### config.mk
export PLATFORM = sky130hd
export DESIGN_NAME = hazard_forward_unit_flat
export DESIGN_NICKNAME = d
export VERILOG_FILES = /design/src/rtl/hazard_forward_unit_if.sv /design/src/rtl/hazard_forward_unit.sv /design/src/flat_wrapper.sv
export SDC_FILE = /design/constraint.sdc
export NUM_CORES = 1
export LEC_CHECK = 0
export CAP_MARGIN = 10
export CORE_MARGIN = 2
export CORE_UTILIZATION = 45
export DETAILED_ROUTE_END_ITERATION = 8
export DONT_BUFFER_PORTS = 1
export GPL_TIMING_DRIVEN = 0
export PLACE_DENSITY_LB_ADDON = 0.1
export SLEW_MARGIN = 10
export SYNTH_ARGS = -nofsm -noshare
export SYNTH_HDL_FRONTEND = slang
export SYNTH_SLANG_ARGS = --single-unit
### constraint.sdc
create_clock -name clk -period 2.55 [get_ports clk]
set_input_delay 0.255 -clock clk [delete_from_list [all_inputs] [get_ports clk]]
set_output_delay 0.255 -clock clk [all_outputs]
set_load 0.01 [all_outputs]
### src/rtl/hazard_forward_unit_if.sv
// ---------------------------------------------------------------------------
// hazard_forward_unit_if
//   Bundles the ID-stage hazard inputs and the forwarding/stall/flush outputs
//   exchanged between the pipeline and the hazard/forwarding unit.
//
//   master : pipeline side (drives ID fields and BRANCH_TAKEN)
//   slave  : hazard unit side (drives forward selects, stall/flush, counters)
//
//   RS1_ID/RS2_ID      ID source register indices
//   USES_RS1_ID/RS2_ID ID instruction actually reads that source
//   RD_ID              ID destination index
//   RegWrite_ID        ID instruction writes the register file
//   MemRead_ID         ID instruction is a load
//   BRANCH_TAKEN       branch in EX is taken (single-cycle pulse)
//   forwardA/forwardB  registered operand selects for EX (00 RF, 01 WB, 10 MEM)
//   PC_WRITE           PC update enable
//   IF_ID_WRITE        IF/ID update enable
//   ID_EX_BUBBLE       insert NOP into ID/EX on the next edge
//   IF_ID_FLUSH        clear IF/ID on the next edge
//   STALL_COUNT        saturating load-use stall counter
//   FLUSH_COUNT        saturating branch flush counter
// ---------------------------------------------------------------------------
interface hazard_forward_unit_if #(
    parameter int CNT_W = 32
);
    logic [4:0]       RS1_ID;
    logic [4:0]       RS2_ID;
    logic             USES_RS1_ID;
    logic             USES_RS2_ID;
    logic [4:0]       RD_ID;
    logic             RegWrite_ID;
    logic             MemRead_ID;
    logic             BRANCH_TAKEN;
    logic [1:0]       forwardA;
    logic [1:0]       forwardB;
    logic             PC_WRITE;
    logic             IF_ID_WRITE;
    logic             ID_EX_BUBBLE;
    logic             IF_ID_FLUSH;
    logic [CNT_W-1:0] STALL_COUNT;
    logic [CNT_W-1:0] FLUSH_COUNT;

    modport master (
        output RS1_ID, RS2_ID, USES_RS1_ID, USES_RS2_ID, RD_ID,
               RegWrite_ID, MemRead_ID, BRANCH_TAKEN,
        input  forwardA, forwardB, PC_WRITE, IF_ID_WRITE, ID_EX_BUBBLE,
               IF_ID_FLUSH, STALL_COUNT, FLUSH_COUNT
    );

    modport slave (
        input  RS1_ID, RS2_ID, USES_RS1_ID, USES_RS2_ID, RD_ID,
               RegWrite_ID, MemRead_ID, BRANCH_TAKEN,
        output forwardA, forwardB, PC_WRITE, IF_ID_WRITE, ID_EX_BUBBLE,
               IF_ID_FLUSH, STALL_COUNT, FLUSH_COUNT
    );
endinterface

### src/rtl/hazard_forward_unit.sv
// ---------------------------------------------------------------------------
// hazard_forward_unit
//   Control side of the execute-stage operand datapath. Tracks a shadow copy
//   of the EX/MEM/WB destination and control bits, produces registered
//   forwardA/forwardB selects for the instruction entering EX, detects
//   load-use hazards (one-cycle stall) and applies branch flushes.
//
//   clk    pipeline clock, rising edge
//   rst_n  asynchronous active-low reset
//   bus    hazard_forward_unit_if.slave (see interface header for signals)
// ---------------------------------------------------------------------------
module hazard_forward_unit #(
    parameter int CNT_W = 32
) (
    input  logic                  clk,
    input  logic                  rst_n,
    hazard_forward_unit_if.slave  bus
);

    typedef struct packed {
        logic       valid;
        logic [4:0] rd;
        logic       regwrite;
        logic       memread;
    } stage_t;

    localparam int EX  = 0;
    localparam int MEM = 1;
    localparam int WB  = 2;

    localparam logic [1:0] FWD_RF  = 2'b00;
    localparam logic [1:0] FWD_WB  = 2'b01;
    localparam logic [1:0] FWD_MEM = 2'b10;

    stage_t           stage_q [3];
    stage_t           ex_d;
    logic [1:0]       fwd_q   [2];
    logic [1:0]       fwd_d   [2];
    logic [CNT_W-1:0] stall_cnt_q;
    logic [CNT_W-1:0] flush_cnt_q;

    logic [4:0]       src_idx [2];
    logic             src_use [2];
    logic             ex_hit  [2];
    logic             mem_hit [2];

    logic             branch;
    logic             stall;
    logic             bubble;

    assign src_idx[0] = bus.RS1_ID;
    assign src_idx[1] = bus.RS2_ID;
    assign src_use[0] = bus.USES_RS1_ID;
    assign src_use[1] = bus.USES_RS2_ID;

    // Per-source match against the EX and MEM shadow stages, and the select
    // that will be registered as the instruction moves into EX.
    for (genvar gi = 0; gi < 2; gi++) begin : g_src
        assign ex_hit[gi]  = src_use[gi] && stage_q[EX].valid && stage_q[EX].regwrite
                             && (stage_q[EX].rd != 5'd0) && (stage_q[EX].rd == src_idx[gi]);
        assign mem_hit[gi] = src_use[gi] && stage_q[MEM].valid && stage_q[MEM].regwrite
                             && (stage_q[MEM].rd != 5'd0) && (stage_q[MEM].rd == src_idx[gi]);

        // A load in EX is never forwarded from MEM-ALU; that case is a stall
        // and the bubble forces RF here anyway, the memread test keeps the
        // select well-defined on its own.
        always_comb begin
            fwd_d[gi] = FWD_RF;
            if (!bubble) begin
                if (ex_hit[gi] && !stage_q[EX].memread) begin
                    fwd_d[gi] = FWD_MEM;
                end else if (mem_hit[gi]) begin
                    fwd_d[gi] = FWD_WB;
                end
            end
        end
    end

    // Gated by reset so the flush controls read inactive while held in reset.
    assign branch = bus.BRANCH_TAKEN && rst_n;
    assign stall  = stage_q[EX].memread && (ex_hit[0] || ex_hit[1]);
    assign bubble = branch || stall;

    // A taken branch overrides the stall: the dependent instruction is being
    // squashed, so the front end keeps moving to the branch target.
    assign bus.PC_WRITE     = branch || !stall;
    assign bus.IF_ID_WRITE  = branch || !stall;
    assign bus.ID_EX_BUBBLE = bubble;
    assign bus.IF_ID_FLUSH  = branch;

    assign bus.forwardA    = fwd_q[0];
    assign bus.forwardB    = fwd_q[1];
    assign bus.STALL_COUNT = stall_cnt_q;
    assign bus.FLUSH_COUNT = flush_cnt_q;

    always_comb begin
        ex_d = '0;
        if (!bubble) begin
            ex_d.valid    = 1'b1;
            ex_d.rd       = bus.RD_ID;
            ex_d.regwrite = bus.RegWrite_ID;
            ex_d.memread  = bus.MemRead_ID;
        end
    end

    always_ff @(posedge clk or negedge rst_n) begin
        if (!rst_n) begin
            for (int i = 0; i < 3; i++) begin
                stage_q[i] <= '0;
            end
            fwd_q[0]    <= FWD_RF;
            fwd_q[1]    <= FWD_RF;
            stall_cnt_q <= '0;
            flush_cnt_q <= '0;
        end else begin
            stage_q[WB]  <= stage_q[MEM];
            stage_q[MEM] <= stage_q[EX];
            stage_q[EX]  <= ex_d;
            fwd_q[0]     <= fwd_d[0];
            fwd_q[1]     <= fwd_d[1];
            if (stall && !branch && (stall_cnt_q != '1)) begin
                stall_cnt_q <= stall_cnt_q + 1'b1;
            end
            if (branch && (flush_cnt_q != '1)) begin
                flush_cnt_q <= flush_cnt_q + 1'b1;
            end
        end
    end

endmodule
### src/flat_wrapper.sv
// flat-port wrapper written by rule: the top's interface ports become plain ports
module hazard_forward_unit_flat 
#(
    parameter int CNT_W = 32
)
  (clk, rst_n, bus_RS1_ID, bus_RS2_ID, bus_USES_RS1_ID, bus_USES_RS2_ID, bus_RD_ID, bus_RegWrite_ID, bus_MemRead_ID, bus_BRANCH_TAKEN, bus_forwardA, bus_forwardB, bus_PC_WRITE, bus_IF_ID_WRITE, bus_ID_EX_BUBBLE, bus_IF_ID_FLUSH, bus_STALL_COUNT, bus_FLUSH_COUNT);
  hazard_forward_unit_if #(.CNT_W(CNT_W)) bus_i ();
  input  logic clk;
  input  logic rst_n;
  input wire logic [$bits(bus_i.RS1_ID)-1:0] bus_RS1_ID;
  input wire logic [$bits(bus_i.RS2_ID)-1:0] bus_RS2_ID;
  input wire logic [$bits(bus_i.USES_RS1_ID)-1:0] bus_USES_RS1_ID;
  input wire logic [$bits(bus_i.USES_RS2_ID)-1:0] bus_USES_RS2_ID;
  input wire logic [$bits(bus_i.RD_ID)-1:0] bus_RD_ID;
  input wire logic [$bits(bus_i.RegWrite_ID)-1:0] bus_RegWrite_ID;
  input wire logic [$bits(bus_i.MemRead_ID)-1:0] bus_MemRead_ID;
  input wire logic [$bits(bus_i.BRANCH_TAKEN)-1:0] bus_BRANCH_TAKEN;
  output wire logic [$bits(bus_i.forwardA)-1:0] bus_forwardA;
  output wire logic [$bits(bus_i.forwardB)-1:0] bus_forwardB;
  output wire logic [$bits(bus_i.PC_WRITE)-1:0] bus_PC_WRITE;
  output wire logic [$bits(bus_i.IF_ID_WRITE)-1:0] bus_IF_ID_WRITE;
  output wire logic [$bits(bus_i.ID_EX_BUBBLE)-1:0] bus_ID_EX_BUBBLE;
  output wire logic [$bits(bus_i.IF_ID_FLUSH)-1:0] bus_IF_ID_FLUSH;
  output wire logic [$bits(bus_i.STALL_COUNT)-1:0] bus_STALL_COUNT;
  output wire logic [$bits(bus_i.FLUSH_COUNT)-1:0] bus_FLUSH_COUNT;
  assign bus_i.RS1_ID = bus_RS1_ID;
  assign bus_i.RS2_ID = bus_RS2_ID;
  assign bus_i.USES_RS1_ID = bus_USES_RS1_ID;
  assign bus_i.USES_RS2_ID = bus_USES_RS2_ID;
  assign bus_i.RD_ID = bus_RD_ID;
  assign bus_i.RegWrite_ID = bus_RegWrite_ID;
  assign bus_i.MemRead_ID = bus_MemRead_ID;
  assign bus_i.BRANCH_TAKEN = bus_BRANCH_TAKEN;
  assign bus_forwardA = bus_i.forwardA;
  assign bus_forwardB = bus_i.forwardB;
  assign bus_PC_WRITE = bus_i.PC_WRITE;
  assign bus_IF_ID_WRITE = bus_i.IF_ID_WRITE;
  assign bus_ID_EX_BUBBLE = bus_i.ID_EX_BUBBLE;
  assign bus_IF_ID_FLUSH = bus_i.IF_ID_FLUSH;
  assign bus_STALL_COUNT = bus_i.STALL_COUNT;
  assign bus_FLUSH_COUNT = bus_i.FLUSH_COUNT;
  hazard_forward_unit #(.CNT_W(CNT_W)) u_core (.clk(clk), .rst_n(rst_n), .bus(bus_i));
endmodule
# Yosys cells after proc, flatten, opt, wreduce, memory -nomap -nowiden
# Cells that the tools add are included.
# Widths: inputs -> output; s select.
[word_totals]
ff_bits = 83
latchBits = 0
ramBits = 0
romBits = 0
inputBits = 22
elab_cells = 57
memories = 0
[op_classes]
addsub = 2
n_mul = 0
div = 0
order_cmp = 0
eq_ne = 6
shift = 0
muxes = 7
bitwise = 0
n_reduce_logical = 31
[op_table]
columns = ["operator", "n"]
rows = [
  ["$add 32x1->32 const B", 2],
  ["$ne 32x32->1 const B", 2],
  ["$logic_and 1x1->1", 23],
  ["$eq 5x5->1", 4],
  ["$reduce_bool 5->1", 2],
  ["$mux 2", 4],
  ["$mux 8", 1],
  ["$logic_not 1->1", 3],
  ["$logic_or 1x1->1", 3],
  ["$mux 1", 2],
]

# Logic depth before layout (Yosys ltp)
# Gate-level depths: netlist (run 1).
[logic_depth]
ltp_word = 8
ltp_mapped = 8
ltp_nobuf = 7

# Worst setup path before layout (run 1)
# Ideal clock, no wire load.
[synth_timing]
path_type = "flip-flop to output port"
start = "register u_core.stage_q[19] (netlist name)"
end = "output bus_PC_WRITE"
t_arrival_ns = 1.674
t_required_ns = 2.295
path_slack_ns = 0.621
path_stages_with_launch = 6
path_cell_list = "dfrtp_1 > or3_1 > o311a_4 > and3_4 > o21ai_2 > buf_4"
[synth_via]
elab_chain_cells = 7
[synth_lines]
columns = ["item", "line", "text"]
rows = [
  ["start, declared", "hazard_forward_unit.sv:35", "stage_t stage_q [3];"],
  ["start signal, assigned by index", "hazard_forward_unit.sv:116", "stage_q[WB] <= stage_q[MEM];"],
  ["start signal, assigned by index", "hazard_forward_unit.sv:117", "stage_q[MEM] <= stage_q[EX];"],
  ["$reduce_bool 5->1", "hazard_forward_unit.sv:60", "&& (stage_q[EX].rd != 5'd0) && (stage_q[EX].rd == src_idx[gi]);"],
  ["$logic_and 1x1->1 (2 in series)", "hazard_forward_unit.sv:60", ""],
  ["$logic_or 1x1->1 *", "hazard_forward_unit.sv:81", "assign stall = stage_q[EX].memread && (ex_hit[0] || ex_hit[1]);"],
  ["$logic_and 1x1->1 *", "hazard_forward_unit.sv:81", ""],
  ["$logic_not 1->1 *", "-", ""],
  ["$logic_or 1x1->1 *", "-", ""],
  ["end, declared", "flat_wrapper.sv:20", "output wire logic [$bits(bus_i.PC_WRITE)-1:0] bus_PC_WRITE;"],
]
# Mark *: on every way between the ends. The rest lies on a longest branch, timed or not.

# Worst setup path after layout (run 1)
# Same ends and word-level chain as after synthesis.

==> results of run 1 <==
[worst reg2reg max path, cell delays in order, from the launching register on]
cell	delay, ns
dfrtp_1	0.48
nand4_1	0.24
nor2_1	0.37
nand2_1	0.20
o221ai_4	0.39
buf_6	0.21
nor2_1	0.06
xor2_1	0.14
[per-layer routing]
| metal | routed length (um) | track usage |
|---|---|---|
| met3 | 469 | 0.0523 |
| met1 | 3740 | 0.245 |
| met5 | 0 | 0 |
| met2 | 3960 | 0.279 |
| met4 | 97 | 0.0609 |
[area by class of cell]
| class | count | area share |
|---|---|---|
| sequential | 83 | 0.474 |
| multi-input combinational | 258 | 0.421 |
| clock buffer | 11 | 0.0345 |
| tap | 108 | 0.0308 |
| clock inverter | 5 | 0.0140 |
| buffer | 6 | 0.00970 |
| timing repair buffer | 2 | 0.00856 |
| inverter | 9 | 0.00771 |
[worst paths after layout]
path,startpoint,endpoint,slack (ns),cells after the start
setup reg to reg,u_core.bus.STALL_COUNT[18],u_core.bus.STALL_COUNT[29],0.35,7
hold / removal,bus_USES_RS1_ID,u_core.bus.forwardA[0],0.05,2
min in group asynchronous,rst_n,u_core.bus.STALL_COUNT[4],0.44,2
setup / recovery,u_core.stage_q[19],bus_PC_WRITE,0.17,5
hold reg to reg,u_core.stage_q[17],u_core.stage_q[9],0.39,0
max in group asynchronous,rst_n,u_core.stage_q[20],1.71,2
[power by group through the flow]
stage          Clock (uW)  Sequential, uW  Combinational, uW
2_1_floorplan           0            1480                116
3_3_place_gp            0            1500                132
3_5_place_dp            0            1510                138
4_1_cts              1010            1480                172
5_1_grt              1080            1490                198
6_report              982            1480                170
[synthesized netlist by cell type, types with 2 or more instances]
cell        n
and2_1      5
and3_1     16
and4_1     11
buf_4       3
dfrtp_1    83
ha_1        2
inv_1       7
nand2_1    30
nand3_1    27
nand4_1    12
nor2_1     20
nor2_2      2
nor3_1     22
nor4_1      6
nor4b_2     2
o2111ai_1   2
or3_4       2
xnor2_1    33
xor2_1     48
[what timing repair did]
action	in CTS	in global routing
gates resized for setup	0	4
endpoints found under the hold margin	83	0
hold buffers	2	0
setup endpoints to repair	0	2
[sequential cells by signal (all words and copies together), names as in the netlist]
name,flops
u_core.bus.forwardA,2
u_core.bus.STALL_COUNT,32
u_core.stage_q,15
u_core.bus.FLUSH_COUNT,32
u_core.bus.forwardB,2
[through the flow]
| step | instances | total power, uW | hold slack, ns |
|---|---|---|---|
| after floorplan | 356 | 1600 | -0.0406 |
| after global placement | 464 | 1640 | -0.0386 |
| after detailed placement | 464 | 1650 | -0.0383 |
| after CTS | 482 | 2670 | 0.0313 |
| after global routing | 482 | 2770 | 0.0309 |
| final | 482 | 2630 | 0.0506 |
[kinds of logic after synthesis]
logic type / after synthesis / share of synthesized area
mux: 1 / 0.00283
flops: 83 / 0.523
fa+ha+maj: 2 / 0.00629
simple gates: 164 / 0.238
buf+inv: 15 / 0.0192
compound gates: 10 / 0.0331
xor+xnor: 81 / 0.178
==> flow_metrics.tcl, run 1 <==
set metrics [dict create \
    die_x_um 98.0 \
    final_common_cell "dfrtp_1" \
    drtAntennaViolNets 0 \
    rsz0062_at_grt "no" \
    mostFrequentLayoutCells "82 x dfrtp_1, 48 x xor2_1, 33 x xnor2_1" \
    slew_headroom 0.660 \
    seqCellArea_um2 2080 \
    status "complete, no violations" \
    grt_pass1_vias 2646 \
    drc_errors 0 \
    crit_path_max_incr_delay_ns 0.44 \
    worst_slew_pin_slew_ns 0.508 \
    clk_pin_slew_ns 0.09 \
    synthesis.area_um2 3980 \
    n_fill_cell 789 \
    synth_edf_count 0 \
    dieArea_um2 9600 \
    syn_area_per_cell_um2 11.2 \
    gp_congestion 0.896 \
    clk_latency_ns 0.34 \
    post-route-period-util 0.934 \
    seqPwrFrac 0.562 \
    yosys_warnings 0 \
    antenna_found_initial 0 \
    drv_cap 0 \
    core_area_um2 8640 \
    drt_pass1_iterations 4 \
    nets 393 \
    critPathMaxFanout 9 \
    fin_worst_skew_ns 0.0129 \
    row_count 34 \
    yosysUniqueCellTypes 42 \
    worstPathRequired_ns 2.30 \
    pwr-share-clk 0.373 \
    total_leakage_power_uw 0.00201 \
    cts_tree "yes" \
    wl_per_cell_um 17.2 \
    post-place-ws_ns 0.350 \
    cp_slowest_cell "dfrtp_1" \
    portBuffers 0 \
    overflow 0 \
    yosysSeqAreaShare 0.523 \
    end_kind "output pin" \
    setup_viol 0 \
    async_flop_share 1.00 \
    htreeDepth 3 \
    start_util 0.460 \
    p_sw_uw 672 \
    die_h_um 98.0 \
    synthTopCellsByArea "dfrtp_1 52%, xor2_1 11%, xnor2_1 7.3%" \
    combPwrFrac 0.065 \
    drive_gt1_frac 0.112 \
    utilization 0.508 \
    p_per_area_nw_per_um2 601 \
    place_area_um2 4110 \
    hold_violations 0 \
    drt_iter0_drc 66 \
    setup.worst_path.class "register to output pin" \
    finalInstanceArea_um2 4380 \
    syn_to_final_growth_pct 10.3 \
    critPathBufInv 1 \
    final-max-slew-violation-count 0 \
    cp_cell_sequence "or3_1 -> o311a_4 -> and3_4 -> o21ai_4 -> buf_4" \
    numCtsBuffers 9 \
    fmax_ghz 0.420 \
    syn_inst 356 \
    synth_seq_cells 83 \
    wl_um 8270 \
    power.internal_uw 1960 \
    cp_top_family "simple AND/OR/NAND/NOR gates" \
    multi_input_area_um2 1840 \
    grt_max_degree 84 \
    final.setup.worst_slack_ns 0.168 \
    hold_class "primary input to register" \
    yosysTopAreaCell "dfrtp_1" \
    place_hpwl_um 5860 \
    synth_ff_type "dfrtp_1" \
    vdd_drop_max_mv 0.348 \
    track_usage 0.180 \
    cts.sinks 83 \
    crit_arrival_ns 2.13 \
    setup-tns-final_ns 0 \
    final.min_clock_period_ns 2.38 \
    io_pins 94 \
    cp-start-kind "register" \
    clockBufferDepth 2 \
    syn_nets 380 \
    grt_pass1_wl_um 13900 \
    vias 2607 \
    antennaDiodeCount 0 \
    vias_per_cell 5.41 \
    post-cts-setup-buffers 0 \
    cts-root-buf "clkbuf_8" \
    synth_top_cell_area_share 0.523 \
    swShare 0.255 \
]
Power figures use the tool's default switching activity.
==> run 2, diff against run 1 <==
--- a/config.mk
+++ b/config.mk
@@ -5,6 +5,7 @@
 export SDC_FILE = /design/constraint.sdc
 export NUM_CORES = 1
 export LEC_CHECK = 0
+export ABC_AREA = 1
 export CAP_MARGIN = 10
 export CORE_MARGIN = 2
 export CORE_UTILIZATION = 45
==> run 2 against run 1 <==
Clock skew fell by 0.0080 ns. First-iteration DRC count rose to 3.9 times the previous value. Via count up 67%. Sequential share of layout area fell by 11 points. Synthesized cell count rose by 97%. Largest power group is now the clock network. Utilization up 1.1 points. Critical path type unchanged.
==> flow_metrics.tcl, run 2 <==
set metrics [dict create \
    status "complete, no violations" \
    n_fill_cell 1107 \
    vdd_drop_max_mv 0.526 \
    setup.worst_path.class "register to output pin" \
    yosysTopAreaCell "dfrtp_1" \
    drtAntennaViolNets 0 \
    total_leakage_power_uw 0.00274 \
    setup_viol 0 \
    final_common_cell "nand2_1" \
    grt_pass1_vias 4279 \
    grt_max_degree 84 \
    track_usage 0.229 \
    io_pins 94 \
    mostFrequentLayoutCells "297 x nand2_1, 83 x dfrtp_1, 80 x nor2_1" \
    synthTopCellsByArea "dfrtp_1 41%, nand2_1 22%, xor2_1 6.4%" \
    yosysSeqAreaShare 0.408 \
    syn_to_final_growth_pct 11.4 \
    setup-tns-final_ns 0 \
    worstPathRequired_ns 2.30 \
    end_kind "output pin" \
    cp_cell_sequence "or2_2 -> nor2_1 -> nor2_1 -> nand2_1 -> nand2_1 -> nand3_1 -> buf_4" \
    start_util 0.466 \
    antenna_found_initial 0 \
    htreeDepth 3 \
    synth_ff_type "dfrtp_1" \
    clk_latency_ns 0.34 \
    dieArea_um2 12200 \
    antennaDiodeCount 0 \
    die_h_um 110 \
    row_count 38 \
    synthesis.area_um2 5090 \
    synth_common_cells "297 x nand2_1, 83 x dfrtp_1, 80 x nor2_1, 56 x inv_1, 37 x xor2_1" \
    yosys_warnings 0 \
    wl_per_cell_um 15.0 \
    drt_iter0_drc 260 \
    vias 4362 \
    cts.sinks 83 \
    cp-start-kind "register" \
    drc_errors 0 \
    rsz0062_at_grt "no" \
    syn_nets 726 \
    worst_slew_pin_slew_ns 0.575 \
    yosysMostFrequentCell "nand2_1" \
    post-route-period-util 0.852 \
    cts_tree "yes" \
    cts-root-buf "clkbuf_16" \
    clk_pin_slew_ns 0.06 \
    fin_worst_skew_ns 0.00493 \
    fmax_ghz 0.460 \
    async_flop_share 1.00 \
    synth_seq_cells 83 \
    numCtsBuffers 9 \
    crit_arrival_ns 1.92 \
    grt_pass1_wl_um 21100 \
    portBuffers 0 \
    nets 740 \
    vias_per_cell 5.07 \
    synth_edf_count 0 \
    synth_top_cell_area_share 0.408 \
    p_per_area_nw_per_um2 585 \
    hold_violations 0 \
    syn_inst 702 \
    die_x_um 110 \
    syn_area_per_cell_um2 7.25 \
    wl_um 12900 \
    final.min_clock_period_ns 2.17 \
    overflow 0 \
    slew_headroom 0.614 \
    post_cts_resized 0 \
    final-max-slew-violation-count 0 \
    clockBufferDepth 2 \
    critPathMaxFanout 4 \
    post-place-ws_ns 0.506 \
    drv_cap 0 \
    crit_path_max_incr_delay_ns 0.42 \
    drive_gt1_frac 0.0763 \
    yosysUniqueCellTypes 31 \
    gp_congestion 0.948 \
    core_area_um2 10900 \
    hold_class "primary input to register" \
    place_hpwl_um 9710 \
    cp_slowest_cell "dfrtp_1" \
    final.setup.worst_slack_ns 0.376 \
    drt_pass1_iterations 4 \
]
## run 2: cell types whose count changed after synthesis, moves of 6 or more
| cell | previous run | this run |
|---|---|---|
| nor3_1 | 22 | 29 |
| xor2_1 | 48 | 37 |
| nand2_1 | 30 | 297 |
| buf_6 | 1 | 7 |
| nor2_1 | 20 | 80 |
| and4_1 | 11 | 0 |
| nand3_1 | 27 | 20 |
| inv_1 | 7 | 56 |
| and3_1 | 16 | 0 |
| o21ai_0 | 0 | 8 |
## run 2: final timing paths
kind                       slack, ns                         end  depth (start not counted)                      start
min                             0.01          u_core.stage_q[18]                          2               bus_RD_ID[0]
min in group asynchronous       0.48   u_core.bus.FLUSH_COUNT[8]                          2                      rst_n
max in group asynchronous       1.72   u_core.bus.STALL_COUNT[3]                          2                      rst_n
max reg2reg                     0.50  u_core.bus.FLUSH_COUNT[30]                         11  u_core.bus.FLUSH_COUNT[1]
min reg2reg                     0.38          u_core.stage_q[15]                          0         u_core.stage_q[23]
max                             0.38                bus_PC_WRITE                          7         u_core.stage_q[19]
## run 2: metrics by stage
step                      hold WS [ns]  area (um^2)  std cells  total power, uW   util
after floorplan                -0.0406         5090        702             1690      -
after global placement         -0.0390         5270        842             1740  0.482
after detailed placement       -0.0389         5270        842             1750  0.482
after global routing           0.00687         5680        861             3460  0.519
after CTS                     0.000851         5680        861             3360  0.519
final                           0.0114         5680        861             3320  0.519
## run 2: worst max-delay path: cells and delay by family (launching register included)
family | cells | cell delay (ns)
buffers and inverters | 1 | 0.18
and+or+nand+nor | 6 | 0.98
DFF | 1 | 0.42
## run 2: what timing repair did
| item | in CTS | in global routing |
|---|---|---|
| setup buffers | 0 | 0 |
| hold endpoints to repair | 84 | 0 |
| endpoints found under the setup margin | 0 | 0 |
| hold buffers | 3 | 0 |
## run 2: layer usage
metal  share of wire  GRT usage  wire length [um]
met4           0.024     0.0911               304
met5               0          0                 0
met3           0.071     0.0729               912
met2            0.47      0.368              6070
met1            0.44      0.285              5640
## run 2: kinds of logic after synthesis
family                     count (synthesis)  synth area share
DFF                                       83             0.408
adders and majority gates                  2           0.00491
AOI/OAI and AO/OA                         10            0.0111
xor gates and xnor gates                  69             0.119
and+or+nand+nor                          463             0.386
buffers and inverters                     75            0.0710
## run 2: final cells by class
cell class	instances	area [um^2]	area share
plain buffers	15	131	0.0231
repair buffers	3	47.5	0.00838
clock inverters	5	108	0.0190
clock buffers	11	253	0.0445
flip-flops and latches	83	2080	0.366
multi-input cells	544	2650	0.468
well taps	140	175	0.0309
inverters	60	230	0.0406
## run 2: where the power goes
group / leakage [uW] / internal (uW) / total (uW) / switching, uW
clock: 0.000176 / 1020 / 1570 / 551
sequential: 0.00112 / 1380 / 1500 / 117
combinational: 0.00145 / 107 / 254 / 147
total: 0.00274 / 2500 / 3320 / 815
